==> src/rtl/if_pkg.sv <==
// Shared definitions for the instruction fetch stage.
//   - if_state_e   : fetch controller states
//   - PC_STEP      : byte distance between consecutive instructions
//   - BUBBLE_INSTR : value presented on Instruction when no live instruction
//   - RESET_PC_DEFAULT : default first fetch address after reset
package if_pkg;

   typedef enum logic [1:0] {
      IDLE  = 2'd0,
      REQ   = 2'd1,
      STALL = 2'd2,
      DRAIN = 2'd3
   } if_state_e;

   localparam logic [31:0] PC_STEP          = 32'd4;
   localparam logic [31:0] BUBBLE_INSTR     = 32'h0000_0000;
   localparam logic [31:0] RESET_PC_DEFAULT = 32'h0000_0000;

endpackage : if_pkg

==> src/rtl/fetch_skid_slot.sv <==
// One-entry holding register for a fetched {pc, instr} pair.
// Ports:
//   clk_i, rst_i        : clock, asynchronous active-high reset
//   load_i              : capture pc_i/instr_i and mark the slot full
//   unload_i            : empty the slot (contents handed downstream)
//   clear_i             : discard the contents (redirect); highest priority
//   pc_i, instr_i       : word to capture
//   pc_o, instr_o       : held word (zero when empty)
//   valid_o             : slot is full
module fetch_skid_slot #(
   parameter int unsigned AW = 32,
   parameter int unsigned DW = 32
) (
   input  logic          clk_i,
   input  logic          rst_i,
   input  logic          load_i,
   input  logic          unload_i,
   input  logic          clear_i,
   input  logic [AW-1:0] pc_i,
   input  logic [DW-1:0] instr_i,
   output logic [AW-1:0] pc_o,
   output logic [DW-1:0] instr_o,
   output logic          valid_o
);

   logic [AW-1:0] pc_q,    pc_d;
   logic [DW-1:0] instr_q, instr_d;
   logic          valid_q, valid_d;

   // Next-state selection: clear beats load, load beats unload.
   always_comb begin
      pc_d    = pc_q;
      instr_d = instr_q;
      valid_d = valid_q;
      if (clear_i || (unload_i && !load_i)) begin
         pc_d    = '0;
         instr_d = '0;
         valid_d = 1'b0;
      end else if (load_i) begin
         pc_d    = pc_i;
         instr_d = instr_i;
         valid_d = 1'b1;
      end else begin
         valid_d = valid_q;
      end
   end

   // Slot storage.
   always_ff @(posedge clk_i or posedge rst_i) begin
      if (rst_i) begin
         pc_q    <= '0;
         instr_q <= '0;
         valid_q <= 1'b0;
      end else begin
         pc_q    <= pc_d;
         instr_q <= instr_d;
         valid_q <= valid_d;
      end
   end

   assign pc_o    = pc_q;
   assign instr_o = instr_q;
   assign valid_o = valid_q;

endmodule : fetch_skid_slot

==> src/rtl/instruction_fetch_unit.sv <==
// Instruction fetch stage: generates the PC, requests instructions over a
// ready-handshake memory port and drives the IF/ID register (PC+4,
// Instruction, if_valid). Honours freeze, redirects on branch_taken, and
// parks one response in a skid slot when it arrives during a freeze.
// Ports:
//   clk, rst                  : clock, asynchronous active-high reset
//   freeze                    : downstream does not consume this cycle
//   branch_taken/_address     : redirect pulse and target
//   imem_req/imem_addr        : fetch request, address held until imem_ready
//   imem_ready/imem_rdata     : response accepted / instruction word
//   PC, Instruction, if_valid : IF/ID register contents
// Optional build macro FETCH_PERF_CNT_EN adds saturating 32-bit counters
//   fetch_count (accepted, kept responses) and stall_count (frozen live cycles).
module instruction_fetch_unit
   import if_pkg::*;
#(
   parameter int unsigned             ADDRESS_LEN = 32,
   parameter int unsigned             DATA_LEN    = 32,
   parameter logic [ADDRESS_LEN-1:0]  RESET_PC    = ADDRESS_LEN'(RESET_PC_DEFAULT)
) (
   input  logic                   clk,
   input  logic                   rst,
   input  logic                   freeze,
   input  logic                   branch_taken,
   input  logic [ADDRESS_LEN-1:0] branch_address,
   output logic                   imem_req,
   output logic [ADDRESS_LEN-1:0] imem_addr,
   input  logic                   imem_ready,
   input  logic [DATA_LEN-1:0]    imem_rdata,
   output logic [ADDRESS_LEN-1:0] PC,
   output logic [DATA_LEN-1:0]    Instruction,
   output logic                   if_valid
`ifdef FETCH_PERF_CNT_EN
  ,output logic [31:0]            fetch_count
  ,output logic [31:0]            stall_count
`endif
);

   localparam logic [ADDRESS_LEN-1:0] STEP   = ADDRESS_LEN'(PC_STEP);
   localparam logic [DATA_LEN-1:0]    BUBBLE = DATA_LEN'(BUBBLE_INSTR);

   if_state_e                state_q, state_d;
   logic [ADDRESS_LEN-1:0]   fetch_pc_q, fetch_pc_d;
   logic [ADDRESS_LEN-1:0]   drain_addr_q, drain_addr_d;
   logic [ADDRESS_LEN-1:0]   pc_q, pc_d;
   logic [DATA_LEN-1:0]      instr_q, instr_d;
   logic                     valid_q, valid_d;

   logic                     skid_load_s, skid_unload_s, skid_clear_s;
   logic [ADDRESS_LEN-1:0]   skid_pc_s;
   logic [DATA_LEN-1:0]      skid_instr_s;
   logic                     skid_valid_s;
   logic                     consume_s;

   assign consume_s = valid_q && !freeze;

   fetch_skid_slot #(
      .AW (ADDRESS_LEN),
      .DW (DATA_LEN)
   ) u_skid (
      .clk_i    (clk),
      .rst_i    (rst),
      .load_i   (skid_load_s),
      .unload_i (skid_unload_s),
      .clear_i  (skid_clear_s),
      .pc_i     (fetch_pc_q + STEP),
      .instr_i  (imem_rdata),
      .pc_o     (skid_pc_s),
      .instr_o  (skid_instr_s),
      .valid_o  (skid_valid_s)
   );

   // Controller next state, fetch PC and IF/ID register updates.
   always_comb begin
      state_d       = state_q;
      fetch_pc_d    = fetch_pc_q;
      drain_addr_d  = drain_addr_q;
      pc_d          = pc_q;
      instr_d       = instr_q;
      valid_d       = valid_q;
      skid_load_s   = 1'b0;
      skid_unload_s = 1'b0;
      skid_clear_s  = 1'b0;

      // A consumed word leaves a bubble unless something replaces it below.
      if (consume_s) begin
         pc_d    = '0;
         instr_d = BUBBLE;
         valid_d = 1'b0;
      end else begin
         valid_d = valid_q;
      end

      if (branch_taken) begin
         // Redirect wins over freeze and ready; state depends on origin.
         pc_d         = '0;
         instr_d      = BUBBLE;
         valid_d      = 1'b0;
         skid_clear_s = 1'b1;
         fetch_pc_d   = branch_address;
         case (state_q)
            REQ: begin
               if (imem_ready) begin
                  state_d = REQ;
               end else begin
                  // Keep the in-flight request at its old address.
                  state_d      = DRAIN;
                  drain_addr_d = fetch_pc_q;
               end
            end
            DRAIN:   state_d = DRAIN;
            IDLE:    state_d = REQ;
            STALL:   state_d = REQ;
            default: state_d = IDLE;
         endcase
      end else begin
         case (state_q)
            IDLE: begin
               state_d = REQ;
            end
            REQ: begin
               if (imem_ready) begin
                  fetch_pc_d = fetch_pc_q + STEP;
                  if (!valid_q || !freeze) begin
                     pc_d    = fetch_pc_q + STEP;
                     instr_d = imem_rdata;
                     valid_d = 1'b1;
                     state_d = REQ;
                  end else begin
                     skid_load_s = 1'b1;
                     state_d     = STALL;
                  end
               end else begin
                  state_d = REQ;
               end
            end
            STALL: begin
               if (!freeze) begin
                  pc_d          = skid_pc_s;
                  instr_d       = skid_instr_s;
                  valid_d       = skid_valid_s;
                  skid_unload_s = 1'b1;
                  state_d       = REQ;
               end else begin
                  state_d = STALL;
               end
            end
            DRAIN: begin
               if (imem_ready) begin
                  state_d = REQ;
               end else begin
                  state_d = DRAIN;
               end
            end
            default: state_d = IDLE;
         endcase
      end
   end

   // Controller and IF/ID register state.
   always_ff @(posedge clk or posedge rst) begin
      if (rst) begin
         state_q      <= IDLE;
         fetch_pc_q   <= RESET_PC;
         drain_addr_q <= '0;
         pc_q         <= '0;
         instr_q      <= BUBBLE;
         valid_q      <= 1'b0;
      end else begin
         state_q      <= state_d;
         fetch_pc_q   <= fetch_pc_d;
         drain_addr_q <= drain_addr_d;
         pc_q         <= pc_d;
         instr_q      <= instr_d;
         valid_q      <= valid_d;
      end
   end

   // Memory port decode: DRAIN keeps presenting the pre-redirect address.
   always_comb begin
      imem_req  = 1'b0;
      imem_addr = fetch_pc_q;
      case (state_q)
         REQ: begin
            imem_req  = 1'b1;
            imem_addr = fetch_pc_q;
         end
         DRAIN: begin
            imem_req  = 1'b1;
            imem_addr = drain_addr_q;
         end
         IDLE:    imem_req = 1'b0;
         STALL:   imem_req = 1'b0;
         default: imem_req = 1'b0;
      endcase
   end

   assign PC          = pc_q;
   assign Instruction = instr_q;
   assign if_valid    = valid_q;

`ifdef FETCH_PERF_CNT_EN
   logic [31:0] fetch_cnt_q;
   logic [31:0] stall_cnt_q;
   logic        fetch_inc_s;
   logic        stall_inc_s;

   assign fetch_inc_s = (state_q == REQ) && imem_ready && !branch_taken;
   assign stall_inc_s = valid_q && freeze;

   // Saturating performance counters.
   always_ff @(posedge clk or posedge rst) begin
      if (rst) begin
         fetch_cnt_q <= 32'd0;
         stall_cnt_q <= 32'd0;
      end else begin
         if (fetch_inc_s && (fetch_cnt_q != 32'hFFFF_FFFF)) begin
            fetch_cnt_q <= fetch_cnt_q + 32'd1;
         end
         if (stall_inc_s && (stall_cnt_q != 32'hFFFF_FFFF)) begin
            stall_cnt_q <= stall_cnt_q + 32'd1;
         end
      end
   end

   assign fetch_count = fetch_cnt_q;
   assign stall_count = stall_cnt_q;
`endif

endmodule : instruction_fetch_unit

==> config.mk <==
export PLATFORM = sky130hd
export DESIGN_NAME = instruction_fetch_unit
export DESIGN_NICKNAME = d
export VERILOG_FILES = /design/src/rtl/if_pkg.sv /design/src/rtl/fetch_skid_slot.sv /design/src/rtl/instruction_fetch_unit.sv
export SDC_FILE = /design/constraint.sdc
export NUM_CORES = 1
export LEC_CHECK = 0
export BUFFER_PORTS_ARGS = -buffer_cell sky130_fd_sc_hd__buf_2
export CELL_PAD_IN_SITES_DETAIL_PLACEMENT = 0
export CELL_PAD_IN_SITES_GLOBAL_PLACEMENT = 1
export CORE_ASPECT_RATIO = 1.5
export CORE_MARGIN = 2
export CORE_UTILIZATION = 33
export CTS_BUF_LIST = sky130_fd_sc_hd__clkbuf_4 sky130_fd_sc_hd__clkbuf_8
export DETAILED_ROUTE_END_ITERATION = 16
export PLACE_DENSITY = 0.65
export SETUP_SLACK_MARGIN = 0.05
export SKIP_CTS_REPAIR_TIMING = 1
export SYNTH_ARGS = -nofsm -noshare
export SYNTH_HDL_FRONTEND = slang
export SYNTH_SLANG_ARGS = --single-unit
==> constraint.sdc <==
create_clock -name clk -period 17.04 [get_ports clk]
set_input_delay 3.408 -clock clk [delete_from_list [all_inputs] [get_ports clk]]
set_output_delay 3.408 -clock clk [all_outputs]
set_load 0.02 [all_outputs]
After elaboration in Yosys (flattened, before gate mapping) --
Index checks and enable logic that the tools add are counted.
Word-level totals: flip-flop bits (word level) 196, input port bits 69, output and inout port bits 98, logic and storage cells 73
Cells by class: add/sub/neg operators 1, eq/ne operators 3, muxes and demuxes 44, bitwise operators 1, reductions and logical operators 15
Operator list (count):
- two-way mux 32 bit | 18
- one-hot mux 32 bit (2 select lines) | 2
- adder 32 x 3 -> 32 bit (second input constant) | 1
- two-way mux 1 bit | 15
- two-way mux 2 bit | 5
- one-hot mux 2 bit (4 select lines) | 1
- one-hot mux 2 bit (3 select lines) | 1
- nonzero test 2 bit | 3
- equality test 2 bit (second input constant) | 2
- one-hot mux 1 bit (2 select lines) | 2
- OR reduction 2 bit | 2
- zero test 1 bit | 3
- AND reduction 3 bit | 1
- equality test 2 x 1 -> 1 bit (second input constant) | 1
- logical AND 1 bit | 2
- zero test 2 bit | 1
- logical OR 1 bit | 2
- AND reduction 2 bit | 1
- NOT 1 bit | 1

Longest topological paths before layout --
word-level depth 10, depth in mapped cells 9, gate-level depth less buffers 7

By module --
A second synthesis with hierarchy kept.
Second synthesis, totals: cells, all modules 1323, area, all modules 12066.6 um2
By module, submodules not included:
- instruction_fetch_unit | times used 1, cells an instance 1032, area an instance 8911.0 um2, sequential area each 3278.1 um2
- fetch_skid_slot | times used 1, cells an instance 291, area an instance 3155.5 um2, sequential area each 1626.6 um2

Worst setup path before layout --
No wires, ideal clock.
path type register to output, start register state_q[0], end output port imem_addr[12], arrival 1.524 ns, required time 13.632 ns, path slack 12.108 ns, cell stages (with the launch flop) 5, path buffers 2, path through dfrtp_1 ha_1 clkbuf_1 clkbuf_1 o21ai_0
Between the ends: longest elaborated chain between the ends 2
RTL lines:
- start, declared | RTL line instruction_fetch_unit.sv:42 | if_state_e state_q, state_d;
- start signal, assigned | RTL line instruction_fetch_unit.sv:170 | state_q <= state_d;
- equality test 2 bit | RTL line instruction_fetch_unit.sv:183 | case (state_q)
- two-way mux 32 bit | RTL line instruction_fetch_unit.sv:183
- end, declared | RTL line instruction_fetch_unit.sv:27 | output logic [ADDRESS_LEN-1:0] imem_addr,
Every way passes these cells.

Worst setup path after layout --
start register state_q[0], end output port imem_addr[9]
Same word-level chain as after synthesis.

==> results.sh <==
export IMPL_worst_ep_arrival_time_ns=2.37
export IMPL_finalCritPeriodShare=0.339
export IMPL_cp_max_fo=40
export IMPL_finish_utilization=0.380
export IMPL_core_rowCount=82
export IMPL_grt_pass1_wl_mm=55.2
export IMPL_clk_pin_slew_ns=0.10
export IMPL_overflow=0
export IMPL_diodes=0
export IMPL_postSynth_topFlopCell="dfrtp_1"
export IMPL_synth_edf_count=0
export IMPL_hold_start="u_skid.pc_o[20]$_DFFE_PP0P_"
export IMPL_layout_drive_gt1_share=0.276
export IMPL_synth_xor_area_share=0.0374
export IMPL_synth_top_family_by_area="compound AO/OA/AOI/OAI gates"
export IMPL_dieArea_mm2=0.0355
export IMPL_synthMuxAreaShare=0.121
export IMPL_powerDensity_mw_per_mm2=154
export IMPL_yosysTopAreaCell="dfrtp_1"
export IMPL_setup_violations=0
export IMPL_grt_pass1_vias=9359
export IMPL_hpwl_mm=22.0
export IMPL_syn_instance_count=1176
export IMPL_fin_area_mm2=0.0127
export IMPL_antenna_found_initial=0
export IMPL_vias=9308
export IMPL_synth_distinct_cells=62
export IMPL_core_area_mm2=0.0334
export IMPL_cp_end_kind="primary output"
export IMPL_cts_tree="done"
export IMPL_pre_cts_ws_ns=10.77
export IMPL_r2r_setup_slack_ns=13.96
export IMPL_fillers=3424
export IMPL_timing_setup_tns_ns=0
export IMPL_syn_to_final_growth_pct=13.1
export IMPL_critPathLaunchType="register"
export IMPL_placedInstanceArea_mm2=0.0123
export IMPL_placed_cells=1658
export IMPL_fmax_ghz=0.173
export IMPL_dieWidth_um=155
export IMPL_critical_path_class="register to primary output"
export IMPL_cts_root_buf="clkbuf_8"
export IMPL_status="finished clean"
export IMPL_yosys_area_share_simple=0.151
export IMPL_start_util=0.336
export IMPL_holdPathStages=2
export IMPL_hold_class="register to register"
export IMPL_peakVddDrop_mv=0.0819
export IMPL_drtAntennaViolNets=0
export IMPL_synth_most_common_cell="dfrtp_1"
export IMPL_syn_nets=1251
export IMPL_dr_pass1_iters=5
export IMPL_power_leakage_uw=0.00566
export IMPL_grt_max_degree=98
export IMPL_remaining_drc_errors=0
export IMPL_tightest_slew_ns=1.12
export IMPL_wl_mm=34.6
export IMPL_nNetsFinal=1332
export IMPL_timing_final_hold_violations=0
export IMPL_synth_area_mm2=0.0112
export IMPL_startpoint="state_q[0]$_DFF_PP0_"
export IMPL_io_buffers=166
export IMPL_synthAdderAreaFrac=0.00669
export IMPL_cts_sinks=196
export IMPL_layout_min_cycle_time_ns=5.78
export IMPL_grt_usage=0.199
export IMPL_slew_viol_final=0
export IMPL_drtIter0Drc=564
export IMPL_ys_seq_area_frac=0.437
export IMPL_ys_top_cells_by_count="dfrtp_1, nand2_1, mux2_2"
export IMPL_gp_congestion=0.792
export IMPL_critPathRequiredTime_ns=13.63
export IMPL_vias_per_cell=5.51
export IMPL_routedWlPerCell_um=20.5
export IMPL_skew_ns=0.0127
export IMPL_rr_worst_depth=8
export IMPL_synth_area_leaders="dfrtp_1, mux2_2, nand2_1, a21oi_1, a22o_1"
export IMPL_synth_avg_cell_area_um2=9.55
export IMPL_synth_compound_area_share=0.199
export IMPL_crit_end="imem_addr[9]"
export IMPL_synth_async_sr_flop_share=1.00
export IMPL_clock_path_buffers=2
export IMPL_rsz0062_at_grt="false"
export IMPL_reg2reg_from="state_q[0]$_DFF_PP0_"
export IMPL_cts_htree_levels=4
export IMPL_die_y_um=230
export IMPL_synth_warning_count=0
export IMPL_fin_cells=1690
export IMPL_yosys_area_top_type_share=0.437
export IMPL_slew_headroom=0.244
export IMPL_ios=167
export IMPL_r2r_end="u_skid.pc_o[3]$_DFFE_PP0P_"
export IMPL_worst_slack_ns=11.26
export IMPL_synth_seq_cells=196
export IMPL_cts_buffers=17
export IMPL_drv_cap=0
export IMPL_clk_latency_ns=0.51
## stage by stage
stage	power, uW	hold WS [ns]
floorplan	1350	0.438
global placement	1630	0.451
detailed placement	1650	0.458
CTS	1990	0.480
global route	2110	0.500
finish	1960	0.476
## final cells by class
class	instances	area (um2)	share of cell area
clock buffer	21	283	0.0223
sequential	196	4900	0.386
timing repair buffer	181	948	0.0747
multi-input combinational	851	5840	0.460
inverter	10	45.0	0.00355
tap	420	526	0.0414
clock inverter	11	150	0.0118
## worst min path at each step
stage                                  endpoint  slack [ns]
floorplan           u_skid.pc_o[20]$_DFFE_PP0P_        0.44
global placement    u_skid.pc_o[20]$_DFFE_PP0P_        0.45
detailed placement  u_skid.pc_o[20]$_DFFE_PP0P_        0.46
CTS                 u_skid.pc_o[20]$_DFFE_PP0P_        0.48
global route        u_skid.pc_o[25]$_DFFE_PP0P_        0.50
finish              u_skid.pc_o[20]$_DFFE_PP0P_        0.48
## metal layers
| layer | track usage | vias to the layer above | wire (um) |
|---|---|---|---|
| li1 | - | 4441 | - |
| met1 | 0.249 | 4594 | 14700 |
| met2 | 0.341 | 234 | 17500 |
| met3 | 0.0375 | 39 | 1560 |
| met4 | 0.0686 | 0 | 836 |
| met5 | 0 | - | 0 |
## state kept, by name, summed over array words and instances, names as in the netlist
signal / flops
if_valid: 1
fetch_pc_q: 32
state_q: 2
Instruction: 32
u_skid.pc_o: 32
u_skid.instr_o: 32
PC: 32
drain_addr_q: 32
u_skid.valid_o: 1
## cells by family (layout without fill, tap and decap cells)
logic type,after synthesis,after routing
adders and majority gates,6,6
muxes,123,123
buffers and inverters,129,223
DFF,196,196
and+or+nand+nor,336,336
xor gates and xnor gates,48,48
AOI/OAI and AO/OA,338,338
## where the power goes
group / total, uW / internal [uW] / switching (uW)
combinational: 906 / 342 / 564
sequential: 718 / 591 / 128
clock: 337 / 159 / 178
total: 1960 / 1090 / 869
## critical path, stage by stage, from the launching register on
cell and delay [ns]:
dfrtp_1 0.40, ha_2 0.84, mux2_2 0.43, buf_2 0.16
## cells in the final DEF (no fill, tap or decap), drive strengths merged, types with 9 or more instances in the layout
cell type / n
nor4: 13
xnor2: 28
nand2: 169
a21oi: 84
clkbuf: 21
and4: 9
nor3: 14
nor2: 24
buf: 181
a211oi: 44
a22oi: 37
mux2i: 19
o21ai: 81
inv: 11
a22o: 47
dfrtp: 196
nand4: 24
xor2: 20
mux2: 104
nand3: 52
(Power assumes the default switching activity.)
